<file path="src/rtl/cacheline_adaptor_pkg.sv">
// Shared constants and FSM state type for the cache line <-> memory burst adaptor.
package cacheline_adaptor_pkg;
  localparam int S_OFFSET = 5;
  localparam int S_LINE   = 256;
  localparam int S_BURST  = 64;
  localparam int N_BEATS  = S_LINE / S_BURST;

  localparam logic [1:0] LAST_BEAT = 2'(N_BEATS - 1);

  typedef enum logic [1:0] {
    IDLE = 2'd0,
    RD   = 2'd1,
    WR   = 2'd2,
    DONE = 2'd3
  } state_t;
endpackage

</file>
<file path="src/rtl/cacheline_adaptor.sv">
// Splits one 256-bit cache line read/writeback into a 4-beat 64-bit memory burst.
// Accept in IDLE, one beat per resp_i strobe, then a single-cycle resp_o in DONE.
module cacheline_adaptor
  import cacheline_adaptor_pkg::*;
(
  input  logic                clk,
  input  logic                rst,
  input  logic [S_LINE-1:0]   line_i,
  output logic [S_LINE-1:0]   line_o,
  input  logic [31:0]         address_i,
  input  logic                read_i,
  input  logic                write_i,
  output logic                resp_o,
  input  logic [S_BURST-1:0]  burst_i,
  output logic [S_BURST-1:0]  burst_o,
  output logic [31:0]         address_o,
  output logic                read_o,
  output logic                write_o,
  input  logic                resp_i
);

  state_t              r_state;
  state_t              w_state_nxt;
  logic [1:0]          r_cnt;
  logic [31:0]         r_addr;
  logic [S_LINE-1:0]   r_line;
  logic [S_LINE-1:0]   r_line_o;
  logic                w_last;

  assign w_last = (r_cnt == LAST_BEAT);

  always_ff @(posedge clk or negedge rst) begin
    if (!rst) r_state <= IDLE;
    else      r_state <= w_state_nxt;
  end

  // Read has priority when both requests are raised together.
  always_comb begin
    w_state_nxt = r_state;
    case (r_state)
      IDLE: begin
        if (read_i)       w_state_nxt = RD;
        else if (write_i) w_state_nxt = WR;
      end
      RD:      if (resp_i && w_last) w_state_nxt = DONE;
      WR:      if (resp_i && w_last) w_state_nxt = DONE;
      DONE:    w_state_nxt = IDLE;
      default: w_state_nxt = IDLE;
    endcase
  end

  always_ff @(posedge clk or negedge rst) begin
    if (!rst) begin
      r_cnt    <= 2'd0;
      r_addr   <= 32'd0;
      r_line   <= '0;
      r_line_o <= '0;
    end else begin
      case (r_state)
        IDLE: begin
          if (read_i) begin
            r_addr <= address_i;
          end else if (write_i) begin
            r_addr <= address_i;
            r_line <= line_i;
          end
        end
        RD: begin
          if (resp_i) begin
            r_line_o[r_cnt*S_BURST +: S_BURST] <= burst_i;
            r_cnt <= r_cnt + 2'd1;
          end
        end
        WR: begin
          if (resp_i) r_cnt <= r_cnt + 2'd1;
        end
        default: ;
      endcase
    end
  end

  assign address_o = {r_addr[31:S_OFFSET], {S_OFFSET{1'b0}}};
  assign burst_o   = r_line[r_cnt*S_BURST +: S_BURST];
  assign line_o    = r_line_o;
  assign read_o    = (r_state == RD);
  assign write_o   = (r_state == WR);
  assign resp_o    = (r_state == DONE);

endmodule

</file>
<file path="config.mk">
export PLATFORM = sky130hd
export DESIGN_NAME = cacheline_adaptor
export DESIGN_NICKNAME = d
export VERILOG_FILES = /design/src/rtl/cacheline_adaptor_pkg.sv /design/src/rtl/cacheline_adaptor.sv
export SDC_FILE = /design/constraint.sdc
export NUM_CORES = 1
export LEC_CHECK = 0
export ABC_AREA = 1
export CAP_MARGIN = 20
export CORE_AREA = 4 4 274 276
export DETAILED_ROUTE_END_ITERATION = 6
export DIE_AREA = 0 0 278 280
export GPL_TIMING_DRIVEN = 0
export PLACE_DENSITY_LB_ADDON = 0.12
export RECOVER_POWER = 25
export SLEW_MARGIN = 20
export SYNTH_ARGS = -nofsm -noshare
export SYNTH_HDL_FRONTEND = slang
export SYNTH_SLANG_ARGS = --single-unit
</file>
<file path="constraint.sdc">
create_clock -name clk -period 3.75 [get_ports clk]
set_clock_uncertainty 0.1 [all_clocks]
set_input_delay 0.75 -clock clk [delete_from_list [all_inputs] [get_ports clk]]
set_output_delay 0.75 -clock clk [all_outputs]
set_load 0.05 [all_outputs]
</file>
==> flow_metrics.py <==
metrics = {
    "outcome": {
        "status": "complete, no violations",
    },
    "timing": {
        "slew_violations": 0,
        "period_share": 0.975,
        "slew_headroom": 0.0925,
        "fin_crit_ns": 3.65,
        "rsz0062_at_grt": "false",
        "setup_viol": 0,
        "hold_viol": 0,
        "tns_ns": 0,
        "max_freq_mhz": 274,
        "timing.final.ws_setup_ns": 0.0952,
        "worst_slew_pin_slew_ns": 1.36,
    },
    "route": {
        "routed_wl_mm": 105,
        "drt_iter0_drc": 1704,
        "drc": 0,
        "ant_nets": 0,
        "dr.pass1.iters": 5,
        "wl_per_cell_um": 21.1,
        "via_count": 23000,
        "detail_route.vias_per_cell": 4.64,
    },
    "global_routing": {
        "grt-ovfl-total": 0,
        "grt_pass1_vias": 23000,
        "antenna_found_initial": 24,
        "track_usage": 0.262,
        "grt_pass1_wl_mm": 151,
        "grt_max_degree": 94,
    },
    "clock_network": {
        "cts.sinks": 543,
        "cts_root_buffer": "clkbuf_16",
        "clk_latency_ns": 0.60,
        "cts_tree": "done",
        "cts_max_level": 3,
        "cts_made_buffers": 67,
        "clockBufferDepth": 3,
        "clkSlewWorstSetupHoldPaths_ns": 0.06,
    },
    "setup_path": {
        "worst-path-buf-inv": 6,
        "r2r_start": "r_cnt[0]",
        "crit_path_cell_trace": "buf_6 -> inv_4 -> buf_6 -> buf_6 -> buf_2 -> o211ai_1 -> nand2_1 -> clkdlybuf4s15_1",
        "cp_max_fo": 11,
        "critPathMaxStageDelay_ns": 0.53,
        "worst_ep_arrival_time_ns": 2.80,
        "crit_type": "reg2out",
        "cpMostUsedCell": "buf_6",
        "crit_cells": 8,
        "regToRegSetupSlack_ns": 0.97,
        "required_ns": 2.90,
        "endpoint": "burst_o[55]",
        "crit_start": "r_cnt[0]",
        "end_kind": "output pin",
        "cpMaxStageDelayCell": "clkdlybuf4s15_1",
        "start_kind": "flop",
        "reg2reg_depth": 12,
        "cp_top_family": "buffers and inverters",
        "worstReg2RegEnd": "line_o[240]",
    },
    "synthesis": {
        "synth_area_leader_cell": "dfrtp_1",
        "synth_edf_count": 0,
        "synth_area_leaders": "dfrtp_1 (55%), nand2_1 (18%), inv_1 (7.3%)",
        "syn_inst": 3173,
        "synth_cell_types": 24,
        "synthFlopType": "dfrtp_1",
        "postSynthAreaPerCell_um2": 7.80,
        "yosysWarningCount": 0,
        "ys_ff_latch": 543,
        "synth_top_area_frac": 0.549,
        "yosysSeqAreaShare": 0.549,
        "synth.top_cells.by_count": "nand2_1 (1210), dfrtp_1 (543), inv_1 (482)",
        "synth_area_um2": 24700,
        "async_reset_ff_frac": 1.00,
        "synth.most_common_cell": "nand2_1",
    },
    "die": {
        "io_pins": 712,
        "die_x_um": 278,
        "die_h_um": 280,
        "coreArea_um2": 72600,
        "rows": 99,
        "initial_core_util": 0.341,
        "die_area_um2": 77800,
    },
    "power": {
        "p_leak_nw": 18.8,
        "seqPwrFrac": 0.288,
        "switching_share": 0.496,
        "power_density_nw_per_um2": 940,
        "vdd_drop_max_v": 0.000567,
        "clkPwrFrac": 0.190,
        "p_comb_frac": 0.522,
        "power.switching_w": 0.0163,
        "p_int_w": 0.0166,
    },
    "cells_and_area": {
        "regArea_um2": 13600,
        "fillCellCount": 7492,
        "nNetsFinal": 4321,
        "syn_to_final_growth_pct": 41.8,
        "multi_input_area_um2": 8280,
        "final_layout_size_suffix_gt1_frac": 0.0741,
    },
    "job": {
        "drv_cap": 0,
    },
    "placement": {
        "port-buffer-count": 701,
        "pre_cts_ws_ns": -0.00910,
        "gp_congestion": 0.884,
        "hpwl_mm": 81.7,
    },
    "worst_hold_path": {
        "hold_depth": 2,
        "hp-class": "reg2reg",
    },
}
## worst min path at each step
stage	endpoint	from	slack [ns]
final	line_o[197]	line_o[197]	0.37
after global routing	line_o[158]	line_o[158]	0.39
after CTS	line_o[1]	line_o[1]	0.38
after detailed placement	line_o[1]	line_o[1]	0.36
after global placement	r_line[217]	r_line[217]	0.36
after floorplan	line_o[0]	rst	0.35
## state kept, by name, summed over array words and instances (netlist names)
signal	flops
line_o	256
r_state	2
r_addr	27
r_line	256
r_cnt	2
## cells by family after synthesis
logic type                 count (synthesis)  share of synthesized area
adders and majority gates                 10                    0.00506
and+or+nand+nor                         1534                      0.238
DFF                                      543                      0.549
xor gates and xnor gates                   1                   0.000354
AOI/OAI and AO/OA                        413                     0.0902
buffers and inverters                    671                      0.117
other                                      1                   0.000152
## metrics by stage
step	std cells	hold WS, ns	util	total power (W)	area (um^2)
after floorplan	3177	0.348	-	0.0201	24800
after global placement	4837	0.359	0.454	0.0273	33000
after detailed placement	4843	0.364	0.457	0.0273	33100
after CTS	4956	0.380	0.485	0.0333	35200
after global routing	4964	0.392	0.483	0.0347	35100
final	4971	0.373	0.483	0.0330	35100
## timing repair
action | in CTS | in global routing
endpoints found under the hold margin | 11 | 0
resized for setup | 92 | 47
setup buffers | 0 | 0
hold buffers | 1 | 0
setup endpoints to repair | 64 | 30
## worst register-to-register path: stages, from the launching register on
cell and delay [ns]:
dfrtp_1 0.40, buf_6 0.14, inv_4 0.07, buf_6 0.22, buf_6 0.16, buf_4 0.26, ha_1 0.29, inv_1 0.10
nand2_1 0.10, nor2_4 0.45, buf_6 0.24, nand2_1 0.12, nand2_1 0.07
## layout make-up
| cell class | instances | area share |
|---|---|---|
| diodes | 15 | 0.00107 |
| clock buffers | 99 | 0.0556 |
| inverters | 485 | 0.0520 |
| clock inverters | 13 | 0.00378 |
| plain buffers | 186 | 0.0309 |
| multi-input cells | 1963 | 0.236 |
| well taps | 959 | 0.0342 |
| repair buffers | 708 | 0.199 |
| flip-flops and latches | 543 | 0.387 |
## layout by cell type, fill, tap and decap left out, types with 46 or more instances in the layout
cell	synthesis	routed
o211ai_1	64	64
nand2_1	1210	1210
clkbuf_16	0	69
clkdlybuf4s50_1	0	636
o21ai_0	348	348
nor2_1	258	258
dfrtp_1	543	543
nand3_1	57	57
inv_1	482	482
buf_2	94	94
clkbuf_1	40	46
clkbuf_2	11	46
## routing by layer
layer  part of all wire  global-route usage
met5             0.0011                   0
met4              0.036              0.0924
met3              0.059              0.0538
met2               0.48               0.443
met1               0.42               0.336
## power groups by stage
stage               registers (W)  logic, W  clock network (W)
floorplan                  0.0127   0.00743                  0
global placement          0.00957    0.0177                  0
detailed placement        0.00954    0.0178                  0
CTS                       0.00947    0.0174            0.00643
global route              0.00973    0.0183            0.00665
finish                    0.00949    0.0172            0.00628
Power figures use the tool's default switching activity.
